## src/rtl/alu_cmd_sequencer.sv

```systemverilog
// Command FIFO feeding a one-at-a-time ALU request/response sequencer (IDLE -> ISSUE -> HOLD).
// Optional build macro ALU_OPCODE_CHECK_EN: opcode 0 skips the ALU and returns an error response.
module alu_cmd_sequencer #(
   parameter int DEPTH = 4
) (
   input  logic        clk,
   input  logic        rst_n,
   input  logic        cmd_valid,
   output logic        cmd_ready,
   input  logic [63:0] cmd_a,
   input  logic [63:0] cmd_b,
   input  logic [2:0]  cmd_op,
   output logic [63:0] alu_a,
   output logic [63:0] alu_b,
   output logic [2:0]  alu_opcode,
   output logic        alu_en,
   input  logic [64:0] alu_y,
   input  logic        alu_ack,
   output logic        rsp_valid,
   input  logic        rsp_ready,
   output logic [64:0] rsp_data,
   output logic        rsp_err
);

   localparam int PTR_W = $clog2(DEPTH);
   localparam int CNT_W = $clog2(DEPTH + 1);

   typedef enum logic [1:0] {IDLE, ISSUE, HOLD} state_t;

   typedef struct packed {
      logic [63:0] a;
      logic [63:0] b;
      logic [2:0]  op;
   } cmd_t;

   state_t           r_state;
   state_t           w_next_state;
   cmd_t             r_mem [DEPTH];
   logic [PTR_W-1:0] r_wr_ptr;
   logic [PTR_W-1:0] r_rd_ptr;
   logic [CNT_W-1:0] r_count;
   logic [63:0]      r_alu_a;
   logic [63:0]      r_alu_b;
   logic [2:0]       r_alu_opcode;
   logic [64:0]      r_rsp_data;
   cmd_t             w_head;
   logic             w_empty;
   logic             w_full;
   logic             w_push;
   logic             w_pop;
   logic             w_capture;

   assign w_empty   = (r_count == '0);
   assign w_full    = (r_count == CNT_W'(DEPTH));
   assign w_push    = cmd_valid && !w_full;
   assign w_head    = r_mem[r_rd_ptr];
   assign w_capture = (r_state == ISSUE) && alu_ack;

   // Readiness comes from the registered count only, so a same-cycle pop never lets a full FIFO accept.
   assign cmd_ready = !w_full;

   // NOTE: the storage array carries no reset; emptiness is defined by r_count alone.
   always_ff @(posedge clk) begin
      if (w_push) begin
         r_mem[r_wr_ptr] <= {cmd_a, cmd_b, cmd_op};
      end
   end

   // NOTE: sequential state is updated with non-blocking assignments only.
   always_ff @(posedge clk or negedge rst_n) begin
      if (!rst_n) begin
         r_wr_ptr <= '0;
         r_rd_ptr <= '0;
         r_count  <= '0;
      end else begin
         if (w_push) r_wr_ptr <= r_wr_ptr + PTR_W'(1);
         if (w_pop)  r_rd_ptr <= r_rd_ptr + PTR_W'(1);
         case ({w_push, w_pop})
            2'b10:   r_count <= r_count + CNT_W'(1);
            2'b01:   r_count <= r_count - CNT_W'(1);
            default: r_count <= r_count;
         endcase
      end
   end

   always_ff @(posedge clk or negedge rst_n) begin
      if (!rst_n) begin
         r_state <= IDLE;
      end else begin
         r_state <= w_next_state;
      end
   end

   // NOTE: every combinational output gets a default first so no latch is inferred.
   always_comb begin
      w_next_state = r_state;
      w_pop        = 1'b0;
      case (r_state)
         IDLE: begin
            if (!w_empty) begin
               w_pop = 1'b1;
`ifdef ALU_OPCODE_CHECK_EN
               w_next_state = (w_head.op == 3'd0) ? HOLD : ISSUE;
`else
               w_next_state = ISSUE;
`endif
            end
         end
         ISSUE: begin
            if (alu_ack) w_next_state = HOLD;
         end
         HOLD: begin
            if (rsp_ready) w_next_state = IDLE;
         end
         default: w_next_state = IDLE;
      endcase
   end

   always_ff @(posedge clk or negedge rst_n) begin
      if (!rst_n) begin
         r_alu_a      <= '0;
         r_alu_b      <= '0;
         r_alu_opcode <= '0;
         r_rsp_data   <= '0;
      end else begin
         if (w_pop) begin
            r_alu_a      <= w_head.a;
            r_alu_b      <= w_head.b;
            r_alu_opcode <= w_head.op;
         end
         if (w_capture) begin
            r_rsp_data <= alu_y;
         end
`ifdef ALU_OPCODE_CHECK_EN
         else if (w_pop && (w_head.op == 3'd0)) begin
            r_rsp_data <= '0;
         end
`endif
      end
   end

`ifdef ALU_OPCODE_CHECK_EN
   logic r_rsp_err;

   always_ff @(posedge clk or negedge rst_n) begin
      if (!rst_n) begin
         r_rsp_err <= 1'b0;
      end else if (w_capture) begin
         r_rsp_err <= 1'b0;
      end else if (w_pop && (w_head.op == 3'd0)) begin
         r_rsp_err <= 1'b1;
      end
   end

   assign rsp_err = r_rsp_err;
`else
   assign rsp_err = 1'b0;
`endif

   assign alu_a      = r_alu_a;
   assign alu_b      = r_alu_b;
   assign alu_opcode = r_alu_opcode;
   assign alu_en     = (r_state == ISSUE);
   assign rsp_valid  = (r_state == HOLD);
   assign rsp_data   = r_rsp_data;

endmodule
```

## config.mk

```make
export PLATFORM = sky130hd
export DESIGN_NAME = alu_cmd_sequencer
export DESIGN_NICKNAME = d
export VERILOG_FILES = /design/src/rtl/alu_cmd_sequencer.sv
export SDC_FILE = /design/constraint.sdc
export NUM_CORES = 1
export LEC_CHECK = 0
export CAP_MARGIN = 20
export CELL_PAD_IN_SITES_DETAIL_PLACEMENT = 1
export CELL_PAD_IN_SITES_GLOBAL_PLACEMENT = 1
export CORE_MARGIN = 2
export CORE_UTILIZATION = 40
export CTS_CLUSTER_DIAMETER = 30
export DETAILED_ROUTE_END_ITERATION = 6
export DONT_BUFFER_PORTS = 1
export HOLD_SLACK_MARGIN = 0.12
export PLACE_DENSITY = 0.66
export SETUP_SLACK_MARGIN = 0.02
export SLEW_MARGIN = 20
export SYNTH_ARGS = -nofsm -noshare
export SYNTH_HDL_FRONTEND = slang
export SYNTH_SLANG_ARGS = --single-unit
```

## constraint.sdc

```tcl
create_clock -name clk -period 5.7 [get_ports clk]
set_input_delay 1.14 -clock clk [delete_from_list [all_inputs] [get_ports clk]]
set_output_delay 1.14 -clock clk [all_outputs]
set_load 0.005 [all_outputs]
```

---- Word level (Yosys, flattened, before mapping) ----
Memories as Yosys holds them, arrays and structs flattened. A register that Yosys moved wholly into a read port is not among the register bits.
Index checks and enable logic that the tools add are counted.
storage, ports and cells
  input port bits ......................... 201
  RAM bits ................................ 524
  output and inout bits ................... 200
  logic and storage cells ................. 35
  bits in registers ....................... 74
  memories kept ........................... 1
cells by class
  reduce and logical (&&, ||, !) cells .... 8
  equal/unequal tests ..................... 8
  add/subtract/negate cells ............... 4
  mux-type cells .......................... 9
memory list
  name   words  bits a word  read ports  clocked after memory_dff  wr ports  RTL line  source
  r_mem  4      131          1           1                         1         38        cmd_t r_mem [DEPTH];
operators with widths
  operator             number
  $mux 2               3
  $pmux 2 s3           1
  $pmux 3 s2           1
  $add 2x1->2 const B  2
  $eq 2x1->1 const B   2
  $eq 2x2->1 const B   2
  $mux 1               4
  $ne 2x1->1 const B   2
  $add 3x1->3 const B  1
  $eq 3x3->1 const B   1
  $logic_not 3->1      1
  $reduce_and 3->1     1
  $sub 3x1->3 const B  1
  $logic_and 1x1->1    2
  $logic_not 1->1      2
  $logic_not 2->1      1
  $ne 2x2->1 const B   1
  $reduce_bool 2->1    1

---- Longest topological paths before layout ----
Gate-level depths: netlist (run 1).
  depth in word-level cells ............... 5
  depth in mapped cells ................... 11
  depth with buffers taken out ............ 9

---- Least setup slack after synthesis (run 1) ----
OpenSTA, ideal clock, no wires.
  kind .................................... input port to flip-flop
  from .................................... in cmd_valid
  to ...................................... mem r_mem[0][0] (netlist bit) (enable)
  data arrival time ....................... 4.189 ns
  cell stages on the path ................. 1
  library setup time ...................... 0.507 ns
  buffers on the path ..................... 0
  slack ................................... 1.004 ns
  data required time ...................... 5.193 ns
  cells stage by stage .................... and3_1
between the ends
  longest elaborated chain between the ends .. 3
ends and longest elaborated chain
  item                          RTL line  source
  start: declaration            8         input logic cmd_valid,
  $logic_and 1x1->1             55        assign w_push = cmd_valid && !w_full;
  $mux 1                        64        if (w_push) begin
  $mux 1 (implied by the code)  65        r_mem[r_wr_ptr] <= {cmd_a, cmd_b, cmd_op};
  end: declaration              38
Every way passes these cells.

---- Worst setup path after layout (run 1) ----
  from .................................... reg r_count[0]
  to ...................................... reg r_alu_b[46] (netlist: alu_b[46]) (read register of r_mem)
between the ends
  longest elaborated chain between the ends .. 3
ends and longest elaborated chain
  item                      RTL line  source
  start: declaration        41        logic [CNT_W-1:0] r_count;
  start signal: assignment  79        2'b10: r_count <= r_count + CNT_W'(1);
  start signal: assignment  80        2'b01: r_count <= r_count - CNT_W'(1);
  start signal: assignment  81        default: r_count <= r_count;
  $logic_not 3->1           53        assign w_empty = (r_count == '0);
  $mux 1                    100       if (!w_empty) begin
  $mux 1                    98        case (r_state)
  end: declaration          43        logic [63:0] r_alu_b;
Every way passes these cells.
A chain may end at the register's enable or synchronous reset.

==> results of run 1 <==
==> registers in the layout (all words and copies together) (netlist names) <==
signal,flops
alu_a,64
rsp_data,65
r_state,2
r_rd_ptr,2
r_count,3
alu_opcode,3
r_mem,524
r_wr_ptr,2
alu_b,64
==> cell families (layout without fill, tap and decap cells) <==
family          after synthesis  count (layout)
compound gates                2               2
xor+xnor                      6               6
fa+ha+maj                     6               6
buf+inv                      61             314
flops                       729             729
mux                         329             329
other cells                   1               1
simple gates                 13              13
==> final cells by class <==
| class | instances | share of cell area [%] |
|---|---|---|
| clock inverters | 96 | 3.94 |
| clock buffers | 187 | 12.4 |
| multi-input cells | 357 | 17.0 |
| inverters | 9 | 0.116 |
| flip-flops and latches | 729 | 62.4 |
| well taps | 873 | 3.27 |
| repair buffers | 22 | 0.920 |
==> stage by stage <==
step	cell area (um2)	total power [mW]	setup WS, ps
final	33400	22.0	2810
after global routing	33400	22.9	2630
after CTS	33400	22.3	2740
after detailed placement	27800	13.0	2710
after global placement	27800	12.8	2810
after floorplan	26900	11.9	1000
==> worst register-to-register path: cells and delay by family (launching register included) <==
kind	cells	cell delay [ps]
flip-flops	1	400
AND/OR/NAND/NOR	2	460
buffers and inverters	2	1430
multiplexers	1	500
==> power by group through the flow <==
stage	Combinational, mW	Clock (mW)	Sequential [mW]
global route	4.84	9.57	8.54
floorplan	3.82	0	8.04
global placement	4.40	0	8.41
finish	4.46	9.12	8.37
CTS	4.61	9.30	8.42
detailed placement	4.52	0	8.48
==> cells in the final DEF, fill, tap and decap left out, types with 14 or more instances in the layout <==
| master | n |
|---|---|
| clkbuf_8 | 18 |
| mux2_4 | 64 |
| mux4_2 | 131 |
| clkbuf_1 | 16 |
| mux2_2 | 133 |
| inv_6 | 14 |
| clkbuf_16 | 153 |
| bufinv_16 | 21 |
| clkinv_2 | 17 |
| dfrtp_1 | 203 |
| clkinvlp_4 | 14 |
| edfxtp_1 | 524 |
==> metal layers <==
layer  track usage (%)  vias up
met4              5.90        2
met3              7.79      101
met2              31.1      351
li1                  -     4928
met1              20.2     6405
met5                 0        -
==> worst paths after layout <==
check | from | end | cells past startpoint
setup / recovery | r_count[0] | alu_b[46] | 5
hold / removal | rst_n | rsp_data[22] | 1
setup reg to reg | r_count[0] | alu_b[46] | 5
hold reg to reg | r_count[2] | r_count[2] | 1
max in group asynchronous | rst_n | r_rd_ptr[1] | 1
min in group clk | r_count[2] | r_count[2] | 1
==> impl_metrics.env, run 1 <==
export IMPL_p_int_mw=16.0
export IMPL_htree_levels=4
export IMPL_netlist_instances=1147
export IMPL_routedWlPerCell_um=26.9
export IMPL_highest_layer="met5"
export IMPL_slew_viol_final=0
export IMPL_hold_viol=0
export IMPL_path_clk_slew_ps=50
export IMPL_crit_required_ps=6280
export IMPL_portBuffers=0
export IMPL_drt_iter0_drc=712
export IMPL_synth_mux_area_share_pct=20.1
export IMPL_area_growth_pct=24.1
export IMPL_cap_violations=0
export IMPL_synth_edff_count=524
export IMPL_synth_common_cells="edfxtp_1, dfrtp_1, mux2_2"
export IMPL_ctsLongestPathBuffers=3
export IMPL_diodes=0
export IMPL_cts_resized_gates=0
export IMPL_synthArstFlopShare_pct=28.1
export IMPL_dieWidth_um=264
export IMPL_grt_pass1_vias=13800
export IMPL_worst_hold_path_type="in2async"
export IMPL_first_pass_iters=5
export IMPL_worst_setup_path_start_kind="flop"
export IMPL_grt_use_total_pct=18.1
export IMPL_pwr_share_clk_pct=41.6
export IMPL_seqPwrFrac_pct=38.1
export IMPL_critPathSlowestCell="buf_4"
export IMPL_wl_met2_um=32000
export IMPL_ys_top_cells_by_area="edfxtp_1, dfrtp_1, mux4_2"
export IMPL_wl_met3_um=5030
export IMPL_rrSetupSlack_ps=2810
export IMPL_nets=1478
export IMPL_wl_met1_um=23000
export IMPL_setup_viol=0
export IMPL_final_util_pct=50.0
export IMPL_grt_setup_unrepaired="no"
export IMPL_drc=0
export IMPL_path_buf_inv=2
export IMPL_worstSkewPairLatency_ps=700
export IMPL_final_cell_count_no_fill=2273
export IMPL_clock_sinks=729
export IMPL_fin_hold_ws_ps=290
export IMPL_yosys_area_share_simple_pct=0.320
export IMPL_coreArea_um2=66900
export IMPL_ys_seq_area_share_pct=77.4
export IMPL_synth_xor_area_share_pct=0.195
export IMPL_start_util_pct=40.3
export IMPL_synth_main_ff_cell="edfxtp_1"
export IMPL_cts_buffers=152
export IMPL_syn_nets=1354
export IMPL_fmax_mhz=346
export IMPL_critPathKind="reg2reg"
export IMPL_grt_overflow=0
export IMPL_grt_pass1_wl_um=91400
export IMPL_cts_root_buf="clkbuf_16"
export IMPL_fin_skew_ps=39.9
export IMPL_grt_antenna_before_repair=1
export IMPL_worstPathCellList="nor3_1 > or3_4 > inv_6 > buf_4 > mux2_2"
export IMPL_dp_cells=1980
export IMPL_synth_top_family_by_area="multiplexers"
export IMPL_fp_row_count=95
export IMPL_switching_power_mw=5.98
export IMPL_synth_distinct_cells=30
export IMPL_fillers=5810
export IMPL_viasPerCell=5.19
export IMPL_ys_ff_latch=729
export IMPL_relSlewSlack_pct=31.9
export IMPL_ant_nets=0
export IMPL_yosys_area_share_adder_pct=0.306
export IMPL_cts_tree="yes"
export IMPL_yosysMostFrequentCell="edfxtp_1"
export IMPL_slowest_delay_ps=770
export IMPL_cp_end_kind="flop"
export IMPL_crit_family="buffers and inverters"
export IMPL_postRouteWirelength_um=61100
export IMPL_vias=11800
export IMPL_min_period_ps=2890
export IMPL_critPathArrivalTime_ps=3470
export IMPL_die_h_um=264
export IMPL_ys_warn_count=0
export IMPL_cp_max_fo=74
export IMPL_drive_above_1_share_pct=43.5
export IMPL_synth_top_cell_area_share_pct=58.4
export IMPL_synth_largest_area_cell="edfxtp_1"
export IMPL_grt_max_degree=132
export IMPL_pwr_share_comb_pct=20.3
export IMPL_gp_congestion=0.705
export IMPL_tightest_slew_ps=1020
export IMPL_status="completed"
export IMPL_peakVddDrop_mv=0.362
export IMPL_register_area_um2=20900
export IMPL_swShare_pct=27.2
export IMPL_syn_area_um2=26900
export IMPL_p_leak_nw=12.0
export IMPL_io_pins=401
export IMPL_synth_compound_area_share_pct=0.0371
export IMPL_dieArea_um2=69500
export IMPL_cts_setup_buffers=0
export IMPL_powerDensity_nw_per_um2=657
export IMPL_hold_buffers=9
export IMPL_fin_setup_tns_ps=0
export IMPL_finalCritPeriodShare_pct=50.7
export IMPL_hpwl_um=31600
export IMPL_syn_area_per_cell_um2=23.5
export IMPL_multi_input_area_um2=5680
Power figures use the tool's default switching activity.
==> run 2: changes to the inputs <==
--- a/config.mk
+++ b/config.mk
@@ -14,7 +14,7 @@
 export DETAILED_ROUTE_END_ITERATION = 6
 export DONT_BUFFER_PORTS = 1
 export HOLD_SLACK_MARGIN = 0.12
-export PLACE_DENSITY = 0.66
+export PLACE_DENSITY = 0.69
 export SETUP_SLACK_MARGIN = 0.02
 export SLEW_MARGIN = 20
 export SYNTH_ARGS = -nofsm -noshare
==> constraint.sdc (replaced) <==
create_clock -name clk -period 2.4 [get_ports clk]
set_input_delay 0.48 -clock clk [delete_from_list [all_inputs] [get_ports clk]]
set_output_delay 0.48 -clock clk [all_outputs]
set_load 0.005 [all_outputs]
==> run 2 against run 1 <==
Against the previous run:
- the run now ends with negative hold slack left
- global-route usage up 0.79 points
- sequential power up 140%
- non-clock buffer count up 217
- worst hold slack worse by 800 ps
- total power up 130%
- flip-flop and latch count unchanged
- die area unchanged
- setup slack worse by 2600 ps
- first-iteration DRC count up 18%
- critical path type unchanged
- largest cell class unchanged
- largest power group is now sequential cells
==> impl_metrics.env, run 2 (synthesized netlist as in run 1, its figures left out) <==
export IMPL_status="complete, but fails checks"
export IMPL_violations="negative hold slack"
export IMPL_drt_iter0_drc=843
export IMPL_clock_sinks=729
export IMPL_fin_hold_ws_ps=-511
export IMPL_grtUsageMet1_pct=22.0
export IMPL_cts_root_buf="clkbuf_16"
export IMPL_final_cell_count_no_fill=2474
export IMPL_fp_row_count=95
export IMPL_hold_viol=205
export IMPL_dieWidth_um=264
export IMPL_met3_usage_pct=5.97
export IMPL_coreArea_um2=66900
export IMPL_crit_required_ps=2990
export IMPL_cts_setup_buffers=0
export IMPL_drc=0
export IMPL_nets=1685
export IMPL_grt_use_total_pct=18.9
export IMPL_dp_cells=2008
export IMPL_gp_congestion=0.697
export IMPL_cp_end_kind="flop"
export IMPL_grt_pass1_wl_um=96900
export IMPL_grt_overflow=0
export IMPL_grt_use_met2_pct=32.4
export IMPL_min_period_ps=2240
export IMPL_finalCritPeriodShare_pct=93.4
export IMPL_drive_above_1_share_pct=37.6
export IMPL_fin_skew_ps=34.8
export IMPL_peakVddDrop_mv=0.885
export IMPL_ctsLongestPathBuffers=3
export IMPL_final_cell_mix="edfxtp_1, dfrtp_1, dlygate4sd3_1, clkbuf_16, mux2_2"
export IMPL_cp_max_fo=4
export IMPL_register_area_um2=20900
export IMPL_p_leak_nw=12.7
export IMPL_regMostFlops="r_mem"
export IMPL_htree_levels=4
export IMPL_first_pass_iters=4
export IMPL_cap_violations=0
export IMPL_die_h_um=264
export IMPL_ant_nets=0
export IMPL_start_util_pct=40.3
export IMPL_grt_max_degree=206
export IMPL_routedWlPerCell_um=25.9
export IMPL_grt_antenna_before_repair=4
export IMPL_worstSkewPairLatency_ps=690
export IMPL_relSlewSlack_pct=58.5
export IMPL_final_area_um2=35100
export IMPL_cts_buffers=142
export IMPL_grt_pass1_vias=14800
export IMPL_cts_resized_gates=0
export IMPL_cts_tree="yes"
export IMPL_area_growth_pct=30.4
export IMPL_final_common_cell="edfxtp_1"
export IMPL_hpwl_um=34200
export IMPL_worstPathCellList="or3b_1 > and2_1 > inv_1 > ha_1 > inv_1 > fa_1 > xor2_1 > nor2_1 > xor2_1"
export IMPL_multi_input_area_um2=5680
export IMPL_path_clk_slew_ps=50
export IMPL_dieArea_um2=69500
export IMPL_critPathSlowestCell="dfrtp_1"
export IMPL_critPathKind="reg2reg"
export IMPL_grt_setup_unrepaired="no"
export IMPL_vias=12600
export IMPL_slew_viol_final=0
export IMPL_io_pins=401
export IMPL_fmax_mhz=446
export IMPL_viasPerCell=5.11
export IMPL_busiest_layer="met2"
export IMPL_slowest_delay_ps=410
export IMPL_fillers=5719
export IMPL_portBuffers=0
export IMPL_postRouteWirelength_um=64000
export IMPL_place_area_um2=28300
export IMPL_worst_hold_path_type="in2async"
export IMPL_fin_setup_tns_ps=0
export IMPL_tightest_slew_ps=623
export IMPL_worst_setup_path_start_kind="flop"
export IMPL_powerDensity_nw_per_um2=1470
export IMPL_hold_buffers=199
export IMPL_largest_reg_flops=524
export IMPL_final_util_pct=52.5
export IMPL_critPathArrivalTime_ps=2830
export IMPL_setup_viol=0
## run 2: power by group
| part | internal, mW | leakage (nW) | switching [mW] | total (mW) |
|---|---|---|---|---|
| Combinational | 6.56 | 3.15 | 5.33 | 11.9 |
| Sequential | 17.5 | 7.21 | 2.42 | 19.9 |
| Clock | 13.1 | 2.36 | 6.71 | 19.8 |
## run 2: final timing paths
| check | slack [ps] | depth (start not counted) | start | end |
|---|---|---|---|---|
| setup reg to reg | 160 | 9 | r_count[0] | r_count[2] |
| max in group asynchronous | 2420 | 0 | rst_n | r_rd_ptr[0] |
| hold / removal | -510 | 0 | rst_n | alu_a[58] |
| hold reg to reg | 510 | 1 | r_count[2] | r_count[2] |
| min in group clk | 240 | 1 | cmd_valid | r_mem[1][100] |
| setup / recovery | 160 | 9 | r_count[0] | r_count[2] |
## run 2: layout make-up
type                    instances  share of cell area (%)
diodes                          3                  0.0214
clock inverters                82                    3.09
multi-input cells             357                    16.2
flip-flops and latches        729                    59.4
repair buffers                239                    7.38
inverters                       9                   0.110
clock buffers                 182                    10.8
well taps                     873                    3.11
## run 2: worst max-delay path, delay by kind of cell, from the launching register on
kind / cells / cell delay, ps
buffers and inverters: 2 / 130
flip-flops: 1 / 410
XOR/XNOR: 2 / 360
AND/OR/NAND/NOR: 3 / 710
adder cells (fa/ha/maj): 2 / 560
## run 2: per-layer routing
metal / up-vias / part of all wire, %
li1: 5353 / -
met1: 6775 / 38
met2: 386 / 53
met3: 133 / 5.9
met4: 2 / 2.9
met5: - / 0.017
## run 2: through the flow
step,worst slack [ps],total power [mW]
floorplan,-308,28.0
global placement,232,31.1
detailed placement,182,31.5
CTS,161,52.1
global route,27.4,53.8
finish,158,51.6
